--- src/rtl/game_sequencer.sv ---
// Frogger round controller: sequences START/PLAY/PAUSE/HIT/SCORE/OVER, paces obstacles,
// tracks lives and score, and composes the red/green LED arrays. Requires TICK_BASE > 15*TICK_STEP.
module game_sequencer #(
    parameter int unsigned TICK_BASE    = 1024,
    parameter int unsigned TICK_STEP    = 60,
    parameter int unsigned LIVES        = 3,
    parameter int unsigned FLASH_CYCLES = 512,
    parameter int unsigned WIN_TARGET   = 7
) (
    input  logic            clk,
    input  logic            reset,
    input  logic            pause,
    input  logic [3:0]      level,
    input  logic [7:0][7:0] frog_array,
    input  logic [7:0][7:0] obs_array,
    output logic            obs_step,
    output logic            frog_en,
    output logic            round_reset,
    output logic [7:0][7:0] red_out,
    output logic [7:0][7:0] green_out,
    output logic [2:0]      score,
    output logic [1:0]      lives,
    output logic            game_over,
    output logic            won
);

    localparam int unsigned CNT_W = 16;
    localparam logic [CNT_W-1:0] BASE_W     = CNT_W'(TICK_BASE);
    localparam logic [CNT_W-1:0] STEP_W     = CNT_W'(TICK_STEP);
    localparam logic [CNT_W-1:0] FLASH_LAST = CNT_W'(FLASH_CYCLES - 1);
    localparam logic [2:0]       WIN_SCORE  = 3'(WIN_TARGET);
    localparam logic [1:0]       LIVES_INIT = 2'(LIVES);

    typedef enum logic [2:0] {
        ST_START = 3'd0,
        ST_PLAY  = 3'd1,
        ST_PAUSE = 3'd2,
        ST_HIT   = 3'd3,
        ST_SCORE = 3'd4,
        ST_OVER  = 3'd5
    } state_t;

    state_t           state_q, state_d;
    logic [CNT_W-1:0] tick_cnt_q, tick_cnt_d;
    logic [CNT_W-1:0] flash_cnt_q, flash_cnt_d;
    logic [CNT_W-1:0] period_q, period_d;
    logic [2:0]       score_q, score_d;
    logic [1:0]       lives_q, lives_d;
    logic             game_over_q, game_over_d;
    logic             won_q, won_d;

    logic collision_c;
    logic crossed_c;

    assign collision_c = |(frog_array & obs_array);
    assign crossed_c   = |frog_array[7];

    always_ff @(posedge clk) begin
        if (reset) begin
            state_q     <= ST_START;
            tick_cnt_q  <= '0;
            flash_cnt_q <= '0;
            period_q    <= BASE_W;
            score_q     <= '0;
            lives_q     <= LIVES_INIT;
            game_over_q <= 1'b0;
            won_q       <= 1'b0;
        end else begin
            state_q     <= state_d;
            tick_cnt_q  <= tick_cnt_d;
            flash_cnt_q <= flash_cnt_d;
            period_q    <= period_d;
            score_q     <= score_d;
            lives_q     <= lives_d;
            game_over_q <= game_over_d;
            won_q       <= won_d;
        end
    end

    always_comb begin
        state_d     = state_q;
        tick_cnt_d  = tick_cnt_q;
        flash_cnt_d = flash_cnt_q;
        period_d    = period_q;
        score_d     = score_q;
        lives_d     = lives_q;
        game_over_d = game_over_q;
        won_d       = won_q;
        obs_step    = 1'b0;
        frog_en     = 1'b0;
        round_reset = 1'b0;

        unique case (state_q)
            ST_START: begin
                round_reset = 1'b1;
                period_d    = BASE_W - CNT_W'(level) * STEP_W;
                tick_cnt_d  = '0;
                flash_cnt_d = '0;
                state_d     = ST_PLAY;
            end
            ST_PLAY: begin
                frog_en = 1'b1;
                if (tick_cnt_q == period_q - CNT_W'(1)) begin
                    obs_step   = 1'b1;
                    tick_cnt_d = '0;
                end else begin
                    tick_cnt_d = tick_cnt_q + CNT_W'(1);
                end
                // Collision outranks a crossing in the same cycle
                if (collision_c) begin
                    state_d = ST_HIT;
                    lives_d = (lives_q == 2'd0) ? 2'd0 : lives_q - 2'd1;
                end else if (crossed_c) begin
                    state_d = ST_SCORE;
                    score_d = (score_q == 3'd7) ? 3'd7 : score_q + 3'd1;
                end else if (pause) begin
                    state_d = ST_PAUSE;
                end
            end
            ST_PAUSE: begin
                if (!pause) begin
                    state_d = ST_PLAY;
                end
            end
            ST_HIT: begin
                if (flash_cnt_q == FLASH_LAST) begin
                    flash_cnt_d = '0;
                    if (lives_q == 2'd0) begin
                        state_d     = ST_OVER;
                        game_over_d = 1'b1;
                        won_d       = 1'b0;
                    end else begin
                        state_d = ST_START;
                    end
                end else begin
                    flash_cnt_d = flash_cnt_q + CNT_W'(1);
                end
            end
            ST_SCORE: begin
                if (flash_cnt_q == FLASH_LAST) begin
                    flash_cnt_d = '0;
                    if (score_q == WIN_SCORE) begin
                        state_d     = ST_OVER;
                        game_over_d = 1'b1;
                        won_d       = 1'b1;
                    end else begin
                        state_d = ST_START;
                    end
                end else begin
                    flash_cnt_d = flash_cnt_q + CNT_W'(1);
                end
            end
            ST_OVER: begin
            end
            default: begin
                state_d = ST_START;
            end
        endcase
    end

    // LED composition from the registered state and the live arrays
    always_comb begin
        red_out   = obs_array;
        green_out = frog_array;
        unique case (state_q)
            ST_HIT: begin
                red_out   = obs_array | frog_array;
                green_out = '0;
            end
            ST_SCORE: begin
                red_out      = '0;
                green_out    = frog_array;
                green_out[7] = 8'hFF;
            end
            ST_OVER: begin
                red_out   = won_q ? '0 : '1;
                green_out = won_q ? '1 : '0;
            end
            default: begin
            end
        endcase
    end

    assign score     = score_q;
    assign lives     = lives_q;
    assign game_over = game_over_q;
    assign won       = won_q;

endmodule

--- config.mk ---
export PLATFORM = sky130hd
export DESIGN_NAME = game_sequencer
export DESIGN_NICKNAME = d
export VERILOG_FILES = /design/src/rtl/game_sequencer.sv
export SDC_FILE = /design/constraint.sdc
export NUM_CORES = 1
export LEC_CHECK = 0
export BUFFER_PORTS_ARGS = -buffer_cell sky130_fd_sc_hd__buf_2
export CAP_MARGIN = 20
export CORE_MARGIN = 3
export CORE_UTILIZATION = 30
export DETAILED_ROUTE_END_ITERATION = 6
export RECOVER_POWER = 50
export SYNTH_ARGS = -nofsm -noshare
export SYNTH_HDL_FRONTEND = slang
export SYNTH_SLANG_ARGS = --single-unit
--- constraint.sdc ---
create_clock -name clk -period 6.85 [get_ports clk]
set_clock_uncertainty 0.2 [all_clocks]
set_input_delay 0.3425 -clock clk [delete_from_list [all_inputs] [get_ports clk]]
set_output_delay 0.3425 -clock clk [all_outputs]
set_load 0.01 [all_outputs]
; ---- Word-level counts from Yosys, hierarchy flattened
; Cells that the tools add are included.
[word_totals]
reg_bits = 58
latch_bits = 0
ram_bits = 0
rom_bits = 0
out_inout_bits = 138
mem_count = 0
[op_classes]
add_sub_neg = 6
mul = 1
div_mod_pow = 0
order_cmp = 0
n_eq_ne = 14
shift = 0
mux = 31
n_bitwise = 4
reduce_logical = 12
[ops]
columns = cell, n
row1 = case mux 64 bit (3 select lines), 2
row2 = 2-to-1 mux 64 bit, 2
row3 = AND 64 bit, 1
row4 = bitwise OR 64 bit, 1
row5 = case mux 16 bit (2 select lines), 2
row6 = OR reduction 64 bit, 1
row7 = adder 16 x 1 -> 16 bit (second input constant), 2
row8 = 2-to-1 mux 16 bit, 2
row9 = 2-to-1 mux 3 bit, 9
row10 = case mux 3 bit (6 select lines), 1
row11 = equality test 16 bit, 1
row12 = equality test 16 x 9 -> 1 bit (second input constant), 1
row13 = subtractor 16 x 1 -> 16 bit (second input constant), 1
row14 = subtractor 11 x 10 -> 12 bit (first input constant), 1
row15 = 2-to-1 mux 1 bit, 10
row16 = != test 2 bit (second input constant), 5
row17 = AND reduction 5 bit, 2
row18 = equality test 3 bit (second input constant), 3
row19 = multiplier 4 x 4 -> 8 bit (second input constant), 1
row20 = OR reduction 8 bit, 1
row21 = equality test 3 x 2 -> 1 bit (second input constant), 2
row22 = nonzero test 2 bit, 3
row23 = != test 4 bit (second input constant), 1
row24 = case mux 1 bit (2 select lines), 2
row25 = 10 further kinds, 11

; ---- Depth between registers and ports, before layout
; Gate-level depths: netlist of the first run.
[logic_depth]
word_depth = 4
depth_mapped = 12
depth_no_buf = 12

; ---- Worst setup path after synthesis of the first run
; No wires, ideal clock.
[synth_timing]
kind = input -> register
startpoint = input level[0]
endpoint = register period_q[9]
setup_ns = 0.062
arrival_time_ns = 2.842
path_slack_ns = 3.746
cell_stages = 11
path_buffers = 0
path_cell_list = fa_1 -> fa_1 -> inv_1 -> fa_1 -> inv_1 -> a21o_1 -> a21oi_1 -> xnor2_1 -> nor4_1 -> or4_1 -> nand3_1
[synth_between]
elab_chain_len = 2
[synth_rtl]
columns = item, line_no
row1 = from (decl), 13  ; input logic [3:0] level,
row2 = multiplier 4 x 4 -> 8 bit, 96  ; period_d = BASE_W - CNT_W'(level) * STEP_W;
row3 = subtractor 11 x 10 -> 12 bit, 96
row4 = to (signal assigned), 72  ; period_q <= period_d;
row5 = to (decl), 46  ; logic [CNT_W-1:0] period_q, period_d;
; No other way between the ends.
; A chain may end at the register's enable or synchronous reset.

==> metrics.txt, run 1 <==
outcome=finished, violations left; failing checks=max-capacitance violations, max-slew violations; # hold bufs at CTS=0; CP cell instances=nor2b_1 -> clkbuf_1 -> nor2_1 -> a21o_1 -> clkbuf_1; Worst EP arrival=around 3900 ps; Setup crit end kind=primary output; Leak=~3.0 nW; FF-to-FF path depth=6; Slew @ Worst Pin=between 2000 and 3000 ps; Final Util=0.405; Final min period=4460 ps; R2R Path End=state_q[2]; peak per-stage delay on the critical path=1960 ps; Max Cap Viol=1; row cnt=46; post-cts repair resize count=0; CTS Buf Count=5; Top Ports=between 200 and 300; DP Wirelength=19.0 mm; endpoints failing setup=0; Crit path max-delay family=buffers and inverters; pin count of the biggest net entering global routing=57; input/output buffers=272; clk_lat worst skew=290 ps; Starting Density=0.312; clk root buf=clkbuf_16; DRT Wirelength=23.4 mm; Mapped Cells=~700; register area share after synthesis=0.202; Sink Count=51; clock-pin slew on the worst setup and hold paths=70 ps; WS Path Type=flop to primary output; FILL cells=1762; post-synth top area share=0.202; Async S/R FF share, synth=0; yosys synthesis warning count=0; CTS tree=yes; Synth Flop Type=dfxtp_1; CTS Buffer Depth=2; post-CTS setup buffer count=0; final hold viol count=0; Min-Delay Path Class=primary input to flop; cell repeated most along the worst path=clkbuf_1; CP max stage cell=clkbuf_1; Synth Area per Inst=7.33 um^2; number of flops mapped to enable cells by yosys=0; GR Overflow Total=0; Crit path depth=5; CP Launch Type=flop; Slew headroom=-0.834; RR Startpoint=state_q[2]; gr usage total=0.237; Distinct cells, synth=61; GPL Wtd Cong=0.908; per-cell routed wire length=20.6 um; DRC viols=0; Pre-Repair DR Iteration Count=5; Starting DRT DRC Count=between 500 and 600; critical path buffer and inverter count=2; Yosys reg bits=51; Die H=136 um; fmax=224 MHz; first-pass GRT wire length=33.5 mm; final setup TNS=0 ps; area leader, netlist=dfxtp_1; Pins Over Slew Limit=55; Synthesized Nets=844; Cell Area, Synth=5040 um^2; fin cells=around 1100; Net count, final=approximately 1100; PwrDens=between 150 and 200 nW/um^2; Area growth syn-to-layout=30.0%; Vias=about 6400; Setup crit end=green_out[62]; Die W=136 um; critical path required time=6310 ps; H-tree levels=2; Peak VDD IR=between 0.0001 and 0.00015 V; Final Cycle Share=0.652; RSZ-0062 raised after global routing=no; Synth area leaders=dfxtp_1, a21o_1, a211oi_1, nor2_1, ha_1; CP Max Fanout=54; setup slack, reg-to-reg=2790 ps; Inst Count DP=1126; Setup crit start=state_q[2]; CORE AREA=16200 um^2; vias in the first global route=5660; Die ar.=18400 um^2; DR vias/cell=5.62; share of layout cells above drive strength 1=0.245; initial antenna violation count=3; DRT antenna net count=0
-- cell usage after synthesis, types with 4 or more instances --
cell type,count
clkbuf_1,42
inv_1,22
ha_1,16
fa_1,5
nand4_1,9
a311oi_1,5
xnor2_1,12
xor2_1,10
nand2_1,38
a31oi_1,6
a21o_1,70
or4_1,4
o21ai_0,28
a221o_1,13
and3_1,9
nor2_1,101
nand2b_1,4
buf_1,9
nor4_1,7
a221oi_1,16
a21oi_1,32
dfxtp_1,51
nand3_1,21
nor3b_1,4
a22o_1,16
a211oi_1,58
o21a_1,4
nor3_1,16
-- sequential cells by signal, summed over array words and instances, names as in the netlist --
register and count:
game_over 1, period_q 9, flash_cnt_q 16, lives 2, state_q 3, tick_cnt_q 16, score 3, won 1
-- placed cells by master, fill, tap and decap left out, types with 8 or more instances in the layout --
master,instances
a211oi_1,58
a21o_1,70
a21oi_1,33
a221o_1,13
a221oi_1,16
a22o_1,16
and3_1,8
buf_2,201
clkbuf_1,73
dfxtp_1,51
ha_1,16
inv_1,23
nand2_1,38
nand3_1,21
nand4_1,9
nor2_1,101
nor3_1,16
o21ai_0,27
xnor2_1,12
xor2_1,10
-- tightest hold or removal path, cell delays in order --
cell,delay [ps]
buf_2,120
nand3_1,70
a31oi_1,70
-- power breakdown --
part | switching [mW] | internal [mW]
registers | 0.0259 | 0.311
clock network | 0.117 | 0.174
logic | 0.283 | 0.189
total | 0.426 | 0.674
-- routing by layer --
metal  GRT usage  share of wire
met2       0.376           0.47
met4      0.0756          0.028
met3      0.0427          0.069
met5           0              0
met1       0.325           0.43
-- final cells by class --
type	instances	area (um^2)	area share
antenna	2	5.00	0.000763
clock buffer	6	129	0.0197
clock inverter	2	38.8	0.00591
inverter	23	86.3	0.0132
multi-input combinational	559	3700	0.564
sequential	51	1020	0.156
tap	216	270	0.0412
timing repair buffer	277	1310	0.199
-- how the worst min path moves through the flow --
stage / end / slack, ps / cells past startpoint / from
6_report: state_q[1] / 160 / 3 / pause
3_5_place_dp: flash_cnt_q[6] / 270 / 1 / flash_cnt_q[6]
2_1_floorplan: flash_cnt_q[6] / 250 / 1 / flash_cnt_q[6]
3_3_place_gp: flash_cnt_q[6] / 280 / 1 / flash_cnt_q[6]
5_1_grt: state_q[1] / 160 / 3 / pause
4_1_cts: state_q[1] / 150 / 3 / pause
-- stage by stage --
| stage | hold slack (ps) | power, mW | area [um^2] | worst slack (ps) |
|---|---|---|---|---|
| finish | 164 | 1.10 | 6560 | 2390 |
| global route | 163 | 1.16 | 6560 | 2110 |
| CTS | 153 | 1.12 | 6680 | 3580 |
| detailed placement | 275 | 0.827 | 6520 | 3440 |
| global placement | 276 | 0.826 | 6520 | 3490 |
| floorplan | 248 | 0.640 | 5040 | 3750 |
-- logic make-up (layout without fill, tap and decap cells) --
kind of cell | Yosys count | in the layout | share of synthesized area
AO/OA/AOI/OAI | 273 | 273 | 0.402
AND/OR/NAND/NOR | 239 | 239 | 0.228
buffers and inverters | 78 | 308 | 0.0615
flip-flops | 51 | 51 | 0.202
XOR/XNOR | 22 | 22 | 0.0382
adder cells (fa/ha/maj) | 21 | 21 | 0.0596
multiplexers | 4 | 4 | 0.00819
other | 0 | 2 | 0
No activity file was read; power rests on OpenSTA's default activity.
==> run 2, diff against run 1 <==
Clock period 6.85 ns to 4.3 ns, I/O delays scaled along.
==> metrics.txt, run 2 (synthesized netlist as in run 1, its figures left out) <==
outcome=finished, violations left; failing checks=max-capacitance violations, max-slew violations; Pre-Repair DR Iteration Count=6; setup slack, reg-to-reg=900 ps; clk root buf=clkbuf_16; gr usage total=0.241; Detail Route met3 WL=2.09 mm; final hold viol count=0; initial antenna violation count=1; Net count, final=around 1100; # hold bufs at CTS=0; Max Cap Viol=1; Area growth syn-to-layout=30.5%; CORE AREA=16200 um^2; met2 wire len=10.9 mm; post-cts repair resize count=0; most common cell after layout, fill and taps aside=buf_2; pin count of the biggest net entering global routing=57; fmax=294 MHz; input/output buffers=272; Leak=3.10 nW; hold slack=35.7 ps; uppermost layer routed=met4; Final min period=3400 ps; Setup crit end kind=flop; CP Launch Type=flop; clock-pin slew on the worst setup and hold paths=70 ps; clk_lat worst skew=300 ps; diode count=0; GPL Wtd Cong=~0.9; Min-Delay Path Class=primary input to flop; Die ar.=18400 um^2; DP Wirelength=roughly 19 mm; Met1 Wirelength=9.94 mm; Slew @ Worst Pin=about 1700 ps; vias in the first global route=roughly 5600; CP Max Fanout=56; Die H=136 um; DRC viols=0; Starting DRT DRC Count=479; Worst EP arrival=around 3400 ps; Sink Count=51; GR Overflow Total=0; Peak VDD IR=~0.00013 V; Pins Over Slew Limit=47; CTS tree=yes; per-cell routed wire length=20.8 um; row cnt=46; commonest cells after routing, fill and taps aside=buf_2, nor2_1, a21o_1, a211oi_1, clkbuf_1; DRT Wirelength=23.6 mm; Slew headroom=-0.140; DR vias/cell=5.62; CTS Buf Count=5; post-CTS setup buffer count=0; Top Ports=273; Final Cycle Share=0.791; RSZ-0062 raised after global routing=no; endpoints failing setup=0; WS Path Type=flop to flop; CTS Buffer Depth=2; critical path required time=4300 ps; share of layout cells above drive strength 1=0.266; Die W=136 um; largest registers=flash_cnt_q: 16 flops, tick_cnt_q: 16 flops, period_q: 9 flops; first-pass GRT wire length=between 30 and 40 mm; PwrDens=262 nW/um^2; Vias=6374; H-tree levels=2; Starting Density=0.312; final setup TNS=0 ps; DRT antenna net count=0
run 2: final cells by class:
type / instances / area (um^2)
Sequential cell: 51 / 1020
Timing Repair Buffer: 277 / 1340
Clock buffer: 5 / 125
Clock inverter: 3 / 27.5
Multi-Input combinational cell: 559 / 3710
Inverter: 23 / 86.3
Tap cell: 216 / 270
Fill cell: 1760 / 9590
run 2: layer usage:
layer / vias up / track usage
li1: 3060 / -
met1: 3000 / 0.333
met2: 282 / 0.373
met3: 32 / 0.0605
met4: 0 / 0.0666
met5: - / 0
run 2: path summary, 6_finish.rpt:
kind | startpoint | end | cells past startpoint
worst min register to register | game_over | game_over | 2
worst max register to register | state_q[1] | flash_cnt_q[5] | 8
worst min-delay path | pause | state_q[1] | 3
worst max-delay path | state_q[1] | flash_cnt_q[5] | 8
run 2: where the power goes:
part	total, mW	leakage (nW)	internal [mW]	switching [mW]
sequential	0.539	0.414	0.496	0.0430
clock	0.420	0.0719	0.221	0.199
combinational	0.762	2.61	0.307	0.455
total	1.72	3.10	1.02	0.697
run 2: critical path, cell delays in order, from the launching register on:
cell and delay [ps]:
dfxtp_1 480, nor2b_1 340, and2_0 850, buf_12 330, o21ai_0 130, clkbuf_1 360
nor2_1 260, a31oi_1 110, a311oi_1 240
run 2: per-stage QoR:
stage / power [mW] / setup slack, ps / util / area [um^2] / instances
after floorplan: 1.02 / 1320 / - / 5040 / 688
after global placement: 1.32 / 1070 / 0.404 / 6530 / 1126
after detailed placement: 1.32 / 1040 / 0.404 / 6530 / 1126
after CTS: 1.75 / 1110 / 0.413 / 6680 / 1134
after global routing: 1.83 / 676 / 0.407 / 6580 / 1134
final: 1.72 / 897 / 0.407 / 6580 / 1134
==> run 3, diff against run 2 <==
Clock period 4.3 ns to 2.9 ns, I/O delays scaled along.
==> metrics.txt, run 3 (synthesized netlist as in run 1, its figures left out) <==
PwrDens=slightly below 400 nW/um^2; Peak VDD IR=0.000255 V; Leak=3.23 nW; GR Overflow Total=0; Global Route met2 Usage=0.382; clk_lat worst skew=290 ps; met3 GRT Util=0.0539; Slew headroom=0.530; Top Ports=273; Vias=roughly 6500; commonest cells after routing, fill and taps aside=buf_2, nor2_1, a21o_1, clkbuf_1, a211oi_1; fmax=360 MHz; share of layout cells above drive strength 1=0.286; critical path required time=2560 ps; Sink Count=51; clock-pin slew on the worst setup and hold paths=roughly 70 ps; Die W=136 um; Die H=136 um; CP cell instances=inv_1 -> ha_4 -> or4b_4 -> a2111oi_2 -> nor3_1 -> a21oi_2 -> nand3_2 -> nor2_2 -> buf_2; clk root buf=clkbuf_16; endpoints failing setup=0; worst min-delay path startpoint=level[0]; largest registers=flash_cnt_q: 16 flops, tick_cnt_q: 16 flops, period_q: 9 flops; Min-Delay Path Class=primary input to flop; Net count, final=between 1000 and 1500; DRC viols=0; FILL cells=1724; GPL Wtd Cong=0.953; DRT Wirelength=23.1 mm; hold slack=101 ps; DRT antenna net count=0; Final Util=0.427; RSZ-0062 raised after global routing=no; Die ar.=roughly 18000 um^2; CP max stage cell=or4b_4; DP Wirelength=between 15 and 20 mm; Starting Density=0.312; Pre-Repair DR Iteration Count=5; Slew @ Worst Pin=between 700 and 800 ps; Setup crit end kind=primary output; vias in the first global route=~5800; Starting DRT DRC Count=697; Final min period=2780 ps; CTS Buffer Depth=2; Max Cap Viol=0; CP Max Fanout=6; Pins Over Slew Limit=0; most common cell after layout, fill and taps aside=buf_2; CORE AREA=16200 um^2; row cnt=46; Global Route met1 Usage=0.317; RR Startpoint=period_q[3]; CTS tree=yes; Final Cycle Share=0.959; Setup crit start=period_q[3]; fin cells=between 1000 and 1500; power consumption=2.66 mW; initial antenna violation count=3; outcome=finished clean; CP Launch Type=flop; first-pass GRT wire length=33.7 mm; input/output buffers=272; pin count of the biggest net entering global routing=60; GR peak layer=met2; Area growth syn-to-layout=37.0%; H-tree levels=2; peak per-stage delay on the critical path=around 520 ps; gr usage total=0.236; WS Path Type=flop to primary output; CTS Buf Count=5; Inst Count DP=1156; post-CTS setup buffer count=0; Worst EP arrival=2440 ps; final hold viol count=0; per-cell routed wire length=19.7 um; DR vias/cell=5.59
-- run 3: cell count changes in the layout (fill, tap and decap cells not counted), sizes merged --
cell         change
clkbuf          +18
buf             +14
diode            +2
dlygate4sd3      +2
clkinv           -1
inv              -1
-- run 3: power by group --
part	internal (mW)	total, mW	switching (mW)
sequential	0.736	0.799	0.0634
combinational	0.526	1.22	0.698
clock	0.368	0.634	0.267
-- run 3: timing repair --
action / CTS / global route
hold endpoints to repair: 5 / 0
pin swaps: 0 / 1
resized for setup: 1 / 6
hold buffers: 2 / 0
setup endpoints to repair: 1 / 10
-- run 3: stage by stage --
stage	setup TNS [ps]	worst slack [ps]	instance area, um^2
after floorplan	0	23.5	5040
after CTS	0	27.5	6980
after global routing	0	3.45	6910
after detailed placement	-421	-201	6790
final	0	118	6910
after global placement	-285	-152	6790
-- run 3: area by class of cell --
cell class / count / area, um^2 / share of cell area
Multi-Input combinational cell: 559 / 3770 / 0.545
Timing Repair Buffer: 309 / 1600 / 0.231
Sequential cell: 51 / 1020 / 0.148
Tap cell: 216 / 270 / 0.0391
Clock buffer: 7 / 153 / 0.0221
Inverter: 23 / 86.3 / 0.0125
Clock inverter: 1 / 7.51 / 0.00109
Antenna cell: 2 / 5.00 / 0.000724
-- run 3: routing by layer --
metal | part of all wire | wire length (um)
met5 | 0.00056 | 13
met3 | 0.083 | 1910
met1 | 0.42 | 9670
met4 | 0.024 | 564
met2 | 0.47 | 10900
-- run 3: path summary, 6_finish.rpt --
path,endpoint,slack (ps),cells after the start
min reg2reg,game_over,280,2
max reg2reg,tick_cnt_q[12],130,9
min,period_q[2],100,4
max,obs_step,120,9
-- run 3: worst max-delay path, delay by kind of cell, from the launching register on --
kind / cells / cell delay, ps
fa+ha+maj: 1 / 180
simple gates: 4 / 900
compound gates: 2 / 500
buf+inv: 2 / 250
flops: 1 / 330
